===== src/rtl/debounce_pkg.sv =====
// Shared constants, level encoding and width helper for the multi-channel debouncer.
package debounce_pkg;

    localparam int STABLE_DEF = 16;
    localparam int LONG_DEF   = 1000;
    localparam int REPEAT_DEF = 250;

    typedef enum logic {
        LVL_LO = 1'b0,
        LVL_HI = 1'b1
    } lvl_e;

    // Counter width for a modulus of v; never collapses to a zero-width vector.
    function automatic int cw(input int v);
        int w;
        w = $clog2(v);
        return (w < 1) ? 1 : w;
    endfunction

endpackage


===== src/rtl/debounce_chan.sv =====
// One debounce channel: 2-FF synchroniser, stability filter, edge strobes and
// hold/auto-repeat timing for a single raw input.
module debounce_chan
    import debounce_pkg::*;
#(
    parameter int STABLE    = STABLE_DEF,
    parameter int LONG      = LONG_DEF,
    parameter int REPEAT    = REPEAT_DEF,
    parameter int REPEAT_EN = 1
) (
    input  logic clk,
    input  logic rst,
    input  logic i,
    output logic st_o,
    output logic up_o,
    output logic dn_o,
    output logic long_o,
    output logic rep_o
);

    localparam int SW = cw(STABLE);
    localparam int HW = cw(LONG + REPEAT);
    localparam int RW = cw(REPEAT);

    localparam logic [SW-1:0] STB_MAX  = SW'(STABLE - 1);
    localparam logic [HW-1:0] HOLD_SAT = HW'(LONG);
    localparam logic [HW-1:0] LONG_M1  = HW'(LONG - 1);
    localparam logic [RW-1:0] REP_MAX  = RW'(REPEAT - 1);

    logic          s1_q, s2_q;
    lvl_e          state_q, state_d;
    logic [SW-1:0] scnt_q, scnt_d;
    logic [HW-1:0] hold_q, hold_d;
    logic [RW-1:0] rcnt_q, rcnt_d;
    logic          up_q, up_d, dn_q, dn_d;
    logic          long_q, long_d, rep_q, rep_d;

    always_ff @(posedge clk or posedge rst) begin
        if (rst) begin
            s1_q    <= 1'b0;
            s2_q    <= 1'b0;
            state_q <= LVL_LO;
            scnt_q  <= '0;
            hold_q  <= '0;
            rcnt_q  <= '0;
            up_q    <= 1'b0;
            dn_q    <= 1'b0;
            long_q  <= 1'b0;
            rep_q   <= 1'b0;
        end else begin
            s1_q    <= i;
            s2_q    <= s1_q;
            state_q <= state_d;
            scnt_q  <= scnt_d;
            hold_q  <= hold_d;
            rcnt_q  <= rcnt_d;
            up_q    <= up_d;
            dn_q    <= dn_d;
            long_q  <= long_d;
            rep_q   <= rep_d;
        end
    end

    // Any cycle where s2 agrees with the current level restarts the count.
    always_comb begin
        state_d = state_q;
        scnt_d  = '0;
        up_d    = 1'b0;
        dn_d    = 1'b0;
        if (s2_q != (state_q == LVL_HI)) begin
            if (scnt_q == STB_MAX) begin
                state_d = (state_q == LVL_HI) ? LVL_LO : LVL_HI;
                up_d    = (state_q == LVL_LO);
                dn_d    = (state_q == LVL_HI);
            end else begin
                scnt_d = scnt_q + 1'b1;
            end
        end
    end

    // Hold timing only runs while the level stays high across the edge, so a
    // release edge can never carry a long or repeat strobe.
    always_comb begin
        hold_d = '0;
        rcnt_d = '0;
        long_d = 1'b0;
        rep_d  = 1'b0;
        if (state_q == LVL_HI && state_d == LVL_HI) begin
            hold_d = (hold_q == HOLD_SAT) ? hold_q : hold_q + 1'b1;
            long_d = (hold_q == LONG_M1);
            if (hold_q == HOLD_SAT) begin
                if (rcnt_q == REP_MAX) begin
                    rep_d = (REPEAT_EN != 0);
                end else begin
                    rcnt_d = rcnt_q + 1'b1;
                end
            end
        end
    end

    assign st_o   = (state_q == LVL_HI);
    assign up_o   = up_q;
    assign dn_o   = dn_q;
    assign long_o = long_q;
    assign rep_o  = rep_q;

endmodule


===== src/rtl/debounce_multi.sv =====
// N independent debounce channels behind board button/switch pins.
module debounce_multi
    import debounce_pkg::*;
#(
    parameter int N         = 4,
    parameter int STABLE    = STABLE_DEF,
    parameter int LONG      = LONG_DEF,
    parameter int REPEAT    = REPEAT_DEF,
    parameter int REPEAT_EN = 1
) (
    input  logic         clk,
    input  logic         rst,
    input  logic [N-1:0] i,
    output logic [N-1:0] st_o,
    output logic [N-1:0] up_o,
    output logic [N-1:0] dn_o,
    output logic [N-1:0] long_o,
    output logic [N-1:0] rep_o
);

    for (genvar g = 0; g < N; g++) begin : g_chan
        debounce_chan #(
            .STABLE   (STABLE),
            .LONG     (LONG),
            .REPEAT   (REPEAT),
            .REPEAT_EN(REPEAT_EN)
        ) u_chan (
            .clk   (clk),
            .rst   (rst),
            .i     (i[g]),
            .st_o  (st_o[g]),
            .up_o  (up_o[g]),
            .dn_o  (dn_o[g]),
            .long_o(long_o[g]),
            .rep_o (rep_o[g])
        );
    end

endmodule


===== config.mk =====
export PLATFORM = sky130hd
export DESIGN_NAME = debounce_multi
export DESIGN_NICKNAME = d
export VERILOG_FILES = /design/src/rtl/debounce_pkg.sv /design/src/rtl/debounce_chan.sv /design/src/rtl/debounce_multi.sv
export SDC_FILE = /design/constraint.sdc
export NUM_CORES = 1
export LEC_CHECK = 0
export ABC_CLOCK_PERIOD_IN_PS = 11600
export CORE_ASPECT_RATIO = 1.2
export CORE_UTILIZATION = 40
export CTS_BUF_LIST = sky130_fd_sc_hd__clkbuf_4
export DETAILED_ROUTE_END_ITERATION = 7
export DONT_BUFFER_PORTS = 1
export SLEW_MARGIN = 30
export SYNTH_ARGS = -nofsm -noshare
export SYNTH_HDL_FRONTEND = slang
export SYNTH_SLANG_ARGS = --single-unit

===== constraint.sdc =====
create_clock -name clk -period 11.6 [get_ports clk]
set_input_delay 1.74 -clock clk [delete_from_list [all_inputs] [get_ports clk]]
set_output_delay 1.74 -clock clk [all_outputs]
set_load 0.01 [all_outputs]

After elaboration in Yosys (flattened, before gate mapping)
Cells that the tools add are included.
Widths: inputs -> output; s select.

storage, ports and cells
  register bits = 120
  input bits = 6
  logic and storage cells = 156

operators by class
  reductions and logical operators = 4
  bitwise operators = 4
  eq/ne operators = 24
  muxes and demuxes = 72
  add/sub/neg operators = 12

operators with widths
  kind                   count
  $mux 8                 12
  $eq 11x10->1 const B   8
  $mux 11                8
  $add 11x1->11 const B  4
  $mux 1                 44
  $add 8x1->8 const B    4
  $eq 8x8->1 const B     4
  $mux 4                 8
  $add 4x1->4 const B    4
  $eq 4x4->1 const B     4
  $ne 2x2->1 const B     4
  $logic_and 1x1->1      4
  $ne 1x1->1             4
  $not 1->1              4

Logic depth before layout (Yosys ltp)
Gate-level depths: netlist (run 1).

  word-level depth = 5
  mapped depth = 6
  depth with buffers taken out = 5

By module
A second synthesis (run 1) with hierarchy kept.

second synthesis, totals
  cell total of the unflattened synthesis = 520
  area total of the unflattened synthesis = 5,740.5 sq um

modules (own cells, without submodules)
  module         times used  sequential area each (sq um)  area an instance (sq um)  cells each
  debounce_chan  4           750.7                         1,435.1                   130

Worst setup path after synthesis (run 1)
OpenSTA, ideal clock, no wires.

  path type = flip-flop to output port
  from = reg g_chan[2].u_chan.state_q
  to = out st_o[2]
  arrival time = 0.516 ns
  path buffers = 1
  slack = 9.344 ns
  cell stages (with the launch flop) = 2
  path through = dfrtp_1 -> buf_4

RTL lines
  item                      RTL line              source
  start: declaration        debounce_chan.sv:31   lvl_e state_q, state_d;
  start signal: assignment  debounce_chan.sv:53   state_q <= state_d;
  end: declaration          debounce_multi.sv:14  output logic [N-1:0] st_o,

No word-level cell between the ends.

Worst setup path after layout (run 1)
  from = reg g_chan[2].u_chan.state_q
  to = out st_o[2]

No word-level cell between the ends.

==> results of run 1 <==
-- power groups by stage --
stage                     Combinational (mW)  Clock (mW)  Sequential (mW)
after global routing                  0.0203       0.293            0.429
after detailed placement              0.0178           0            0.436
after CTS                             0.0181       0.277            0.428
after floorplan                       0.0154           0            0.434
after global placement                0.0174           0            0.436
final                                 0.0170       0.265            0.428
-- state kept, by name, summed over array words and instances (netlist names) --
signal / flops
g_chan.u_chan.dn_o: 4
g_chan.u_chan.hold_q: 44
g_chan.u_chan.long_o: 4
g_chan.u_chan.rcnt_q: 32
g_chan.u_chan.rep_o: 4
g_chan.u_chan.s1_q: 4
g_chan.u_chan.s2_q: 4
g_chan.u_chan.scnt_q: 16
g_chan.u_chan.st_o: 4
g_chan.u_chan.up_o: 4
-- synth_stat cells, drive strengths merged, types with 8 or more instances --
cell type	n	area, um^2
o21ai	24	120.1
clkbuf	9	33.78
nor2	18	67.56
or3	24	150.1
nand2	28	110.1
inv	24	90.09
dfrtp	120	3003
nand4	13	93.84
xor2	16	140.1
nor4	24	187.7
xnor2	12	105.1
buf	26	186.4
a2111oi	12	162.7
nand4b	9	78.83
nand3	43	215.2
or4	14	105.1
o31ai	13	97.59
ha	20	250.2
a21oi	23	115.1
mux2i	8	80.08
-- per-stage QoR --
step	util, %	std cells
floorplan	-	540
global placement	40.93	681
detailed placement	40.93	681
CTS	42.63	713
global route	42.65	714
finish	42.65	714
-- metal layers --
layer / vias up / GRT usage [%]
met5: - / 0
met4: 0 / 7.852
met3: 19 / 3.995
met2: 51 / 25.31
met1: 2063 / 18.31
li1: 1972 / -
-- placed cells by master, fill, tap and decap left out, types with 8 or more instances in the layout --
| cell type | instances |
|---|---|
| nand4b_1 | 9 |
| nor4_1 | 18 |
| dfrtp_1 | 120 |
| ha_1 | 20 |
| mux2i_1 | 8 |
| a2111oi_2 | 9 |
| or3_1 | 24 |
| nand4_1 | 11 |
| nand2_1 | 26 |
| clkbuf_4 | 18 |
| xnor2_1 | 12 |
| nor2_1 | 18 |
| inv_1 | 23 |
| or4_1 | 14 |
| o21ai_0 | 24 |
| xor2_1 | 16 |
| nand3_1 | 43 |
| a21oi_1 | 23 |
| o31ai_1 | 13 |
-- kinds of logic after synthesis --
family | after synthesis | synth area share [%]
and+or+nand+nor | 208 | 21.82
adders and majority gates | 20 | 4.265
DFF | 120 | 51.18
xor gates and xnor gates | 28 | 4.180
buffers and inverters | 59 | 5.289
muxes | 12 | 2.133
AOI/OAI and AO/OA | 93 | 11.13
-- worst max path at each step --
stage	from	slack, ns	end	depth (start not counted)
5_1_grt	g_chan[2].u_chan.st_o	8.60	st_o[2]	0
3_5_place_dp	rst	8.46	g_chan[2].u_chan.rcnt_q[0]	2
3_3_place_gp	rst	8.50	g_chan[2].u_chan.rcnt_q[0]	2
4_1_cts	g_chan[2].u_chan.st_o	8.63	st_o[2]	0
6_report	g_chan[2].u_chan.st_o	8.68	st_o[2]	0
2_1_floorplan	rst	6.67	g_chan[0].u_chan.dn_o	1
-- layout make-up --
type                       instances  area [um^2]
fill                            1352         8232
clock buffer                      18        135.1
multi-input combinational        361         2554
inverter                          24        92.59
timing repair buffer               1        7.507
antenna                            1        2.502
sequential                       120         3003
clock inverter                    14        108.9
tap                              175        219.0
==> flow_metrics.env, run 1 <==
export IMPL_design_core_area_um2=14350
export IMPL_total_power_mw=0.7097
export IMPL_die_x_um=112.6
export IMPL_cts_made_buffers=17
export IMPL_clockRootBuffer="clkbuf_4"
export IMPL_cp_arrival_ns=1.18
export IMPL_ff2ff_path_depth=4
export IMPL_syn_avg_cell_area_um2=10.86
export IMPL_wl_met1_um=4772
export IMPL_clk_path_buf_depth=2
export IMPL_power_density_nw_per_um2=115.9
export IMPL_routed_wl_met2_um=5155
export IMPL_area_delta_synth_final_pct=4.351
export IMPL_internal_power_mw=0.5337
export IMPL_ys_seq_area_share_pct=51.18
export IMPL_ios=26
export IMPL_dp_slack_ns=8.464
export IMPL_drtPass1Iterations=4
export IMPL_cp_start_kind="register"
export IMPL_hp_start="g_chan[1].u_chan.s1_q"
export IMPL_finalHoldViolCount=0
export IMPL_yosysWarnings=0
export IMPL_cap_violations=0
export IMPL_num_rows=48
export IMPL_finalSetupViolCount=0
export IMPL_wl_um=10450
export IMPL_die_area_um2=15160
export IMPL_grt_util_all_layers_pct=15.26
export IMPL_nets=551
export IMPL_syn_num_nets=566
export IMPL_p_leak_nw=2.264
export IMPL_first_global_vias=4067
export IMPL_ctsResizeCount=0
export IMPL_gp_congestion=0.7531
export IMPL_post_cts_setup_buffers=0
export IMPL_final_area_um2=6122
export IMPL_outcome="complete, no violations"
export IMPL_ys_seq_elements=120
export IMPL_finClkSkew_ns=0.02093
export IMPL_synthCells=540
export IMPL_rrSetupSlack_ns=9.60
export IMPL_fin_hold_ws_ns=0.3616
export IMPL_grt_pass1_wl_um=18460
export IMPL_synth_ff_type="dfrtp_1"
export IMPL_whs_endpoint="g_chan[1].u_chan.s2_q"
export IMPL_synth_enable_flop_cells=0
export IMPL_dr_wl_met3_um=288
export IMPL_routed_via_count=4105
export IMPL_clkPwrFrac_pct=37.3
export IMPL_endpoint_kind="primary output"
export IMPL_drtAntennaViolNets=0
export IMPL_rsz0062_at_grt="no"
export IMPL_synth_async_reset_ratio_pct=100.0
export IMPL_syn_area_um2=5867
export IMPL_path_max_fanout=12
export IMPL_power_frac_comb_pct=2.4
export IMPL_synth_cell_types=47
export IMPL_slew_headroom_pct=46.41
export IMPL_cts_sinks=120
export IMPL_seqPwrFrac_pct=60.3
export IMPL_path_clk_slew_ns=0.11
export IMPL_fmax_mhz=342.7
export IMPL_layout_setup_ws_ns=8.682
export IMPL_vdd_drop_max_mv=0.08764
export IMPL_hp_class="register to register"
export IMPL_post_drt_wl_per_cell_um=14.64
export IMPL_drt_iter0_drc=206
export IMPL_p_sw_mw=0.1760
export IMPL_htree_levels=4
export IMPL_clock_latency_ns=0.54
export IMPL_final_setup_tns_ns=0
export IMPL_hold_buffers=0
export IMPL_timing_rr_end="g_chan[1].u_chan.rcnt_q[7]"
export IMPL_period_share_pct=25.16
export IMPL_criticalPathCategory="register to primary output"
export IMPL_io_buffer_count=0
export IMPL_remaining_drc_errors=0
export IMPL_start_util_pct=40.87
export IMPL_antenna_found_initial=1
export IMPL_period_minus_slack_ns=2.918
export IMPL_avgViaCountPerCell=5.749
export IMPL_placed_area_um2=5876
export IMPL_die_h_um=134.7
export IMPL_grt_max_degree=64
export IMPL_r2r_start="g_chan[1].u_chan.scnt_q[0]"
export IMPL_hold_depth=0
export IMPL_top_layer="met4"
export IMPL_hpwl_um=6843
export IMPL_drive_above_1_share_pct=11.15
export IMPL_crit_required_ns=9.86
export IMPL_grt_ovfl_total=0
export IMPL_p_sw_share_pct=24.80
export IMPL_drv_slew=0
export IMPL_worst_pin_slew_ns=0.7995
export IMPL_cts_tree="built"
Note: power is estimated with default switching activity, not from simulation.
==> inputs of run 2 (changes only) <==
--- a/config.mk
+++ b/config.mk
@@ -5,7 +5,7 @@
 export SDC_FILE = /design/constraint.sdc
 export NUM_CORES = 1
 export LEC_CHECK = 0
-export ABC_CLOCK_PERIOD_IN_PS = 11600
+export ABC_CLOCK_PERIOD_IN_PS = 2700
 export CORE_ASPECT_RATIO = 1.2
 export CORE_UTILIZATION = 40
 export CTS_BUF_LIST = sky130_fd_sc_hd__clkbuf_4
==> constraint.sdc (replaced) <==
create_clock -name clk -period 2.7 [get_ports clk]
set_input_delay 0.405 -clock clk [delete_from_list [all_inputs] [get_ports clk]]
set_output_delay 0.405 -clock clk [all_outputs]
set_load 0.01 [all_outputs]
==> flow_metrics.env, run 2 (synthesized netlist as in run 1, its figures left out) <==
export IMPL_slew_headroom_pct=49.50
export IMPL_routed_via_count=4012
export IMPL_antenna_found_initial=1
export IMPL_hpwl_um=6793
export IMPL_die_h_um=134.7
export IMPL_dp_slack_ns=0.7237
export IMPL_instances_no_fill=720
export IMPL_gp_congestion=0.7495
export IMPL_cp_start_kind="register"
export IMPL_rsz0062_at_grt="no"
export IMPL_drive_above_1_share_pct=11.58
export IMPL_first_global_vias=3939
export IMPL_finalSetupViolCount=0
export IMPL_drt_iter0_drc=188
export IMPL_path_clk_slew_ns=0.11
export IMPL_die_area_um2=15160
export IMPL_finalHoldViolCount=0
export IMPL_clock_latency_ns=0.53
export IMPL_hp_class="register to register"
export IMPL_remaining_drc_errors=0
export IMPL_io_buffer_count=0
export IMPL_clockRootBuffer="clkbuf_4"
export IMPL_fmax_mhz=496.7
export IMPL_criticalPathCategory="register to register"
export IMPL_final_util_pct=43.49
export IMPL_grt_max_degree=73
export IMPL_period_minus_slack_ns=2.013
export IMPL_vdd_drop_max_mv=0.3205
export IMPL_outcome="complete, no violations"
export IMPL_ctsResizeCount=0
export IMPL_drtAntennaViolNets=0
export IMPL_final_cell_mix="dfrtp_1, nand3_1, nand2_1, o21ai_0, or3_1"
export IMPL_ios=26
export IMPL_cts_made_buffers=17
export IMPL_nets=557
export IMPL_top_regs="g_chan.u_chan.hold_q: 44 flops, g_chan.u_chan.rcnt_q: 32 flops, g_chan.u_chan.scnt_q: 16 flops"
export IMPL_final_common_cell="dfrtp_1"
export IMPL_start_util_pct=40.87
export IMPL_finClkSkew_ns=0.01369
export IMPL_final_setup_tns_ns=0
export IMPL_hold_buffers=5
export IMPL_die_x_um=112.6
export IMPL_hold_depth=0
export IMPL_htree_levels=4
export IMPL_worst_pin_slew_ns=0.7534
export IMPL_period_share_pct=74.57
export IMPL_area_delta_synth_final_pct=6.398
export IMPL_wl_um=10210
export IMPL_num_rows=48
export IMPL_post_cts_setup_buffers=0
export IMPL_drtPass1Iterations=4
export IMPL_grt_util_all_layers_pct=14.91
export IMPL_p_leak_nw=2.303
export IMPL_grt_pass1_wl_um=17990
export IMPL_drv_slew=0
export IMPL_place_inst=682
export IMPL_cts_sinks=120
export IMPL_clk_path_buf_depth=2
export IMPL_grt_ovfl_total=0
export IMPL_top_register="g_chan.u_chan.hold_q"
export IMPL_power_density_nw_per_um2=517.9
export IMPL_crit_required_ns=3.10
export IMPL_post_drt_wl_per_cell_um=14.19
export IMPL_layout_setup_ws_ns=0.6867
export IMPL_ff2ff_path_depth=4
export IMPL_largest_reg_flops=44
export IMPL_cap_violations=0
export IMPL_endpoint_kind="register"
export IMPL_avgViaCountPerCell=5.572
export IMPL_path_max_fanout=18
export IMPL_design_core_area_um2=14350
export IMPL_cp_arrival_ns=2.41
export IMPL_cts_tree="built"
==> run 2: changes by cell type in the layout (fill, tap and decap cells not counted) <==
cell,change
buf_12,+1
bufinv_16,+2
clkinv_1,-2
clkinv_4,-2
clkinvlp_4,+4
dlygate4sd3_1,+5
inv_4,-1
inv_6,-1
==> run 2: metrics by stage <==
step	hold slack, ns	power (mW)	area (um^2)
2_1_floorplan	0.3312	1.930	5871
3_3_place_gp	0.3074	1.949	5897
3_5_place_dp	0.3217	1.955	5897
4_1_cts	0.3159	3.307	6240
5_1_grt	0.3153	3.395	6242
6_report	0.3447	3.233	6242
==> run 2: worst paths after layout <==
kind / slack (ns) / from / endpoint
max in group asynchronous: 1.61 / rst / g_chan[2].u_chan.rcnt_q[6]
min: 0.34 / g_chan[3].u_chan.s1_q / g_chan[3].u_chan.s2_q
max: 0.69 / g_chan[1].u_chan.scnt_q[0] / g_chan[1].u_chan.rcnt_q[7]
max reg2reg: 0.69 / g_chan[1].u_chan.scnt_q[0] / g_chan[1].u_chan.rcnt_q[7]
min reg2reg: 0.34 / g_chan[3].u_chan.s1_q / g_chan[3].u_chan.s2_q
min in group asynchronous: 0.36 / rst / g_chan[3].u_chan.st_o
==> run 2: routing by layer <==
metal	global-route usage (%)	vias up	routed length, um
met1	17.59	1977	4658
li1	-	1980	-
met4	7.852	0	155
met3	4.758	13	287
met5	0	-	0
met2	24.31	42	5113
==> run 2: power by group <==
part | leakage (nW) | total, mW | internal (mW) | switching, mW
sequential | 1.65 | 1.84 | 1.82 | 0.0204
clock | 0.143 | 1.31 | 0.639 | 0.672
combinational | 0.512 | 0.0850 | 0.0313 | 0.0537
total | 2.30 | 3.23 | 2.49 | 0.746
==> run 2: area by class of cell <==
cell class,count,area [um^2]
Inverter,24,93.84
Multi-Input combinational cell,361,2554
Fill cell,1335,8112
Tap cell,175,219.0
Timing Repair Buffer,7,77.57
Sequential cell,120,3003
Clock inverter,14,157.7
Antenna cell,1,2.502
Clock buffer,18,135.1
==> run 2: critical path, stage by stage (launching register included) <==
cell,delay (ns)
dfrtp_1,0.42
ha_1,0.28
nand4b_1,0.29
nand2_1,0.43
a2111oi_0,0.46
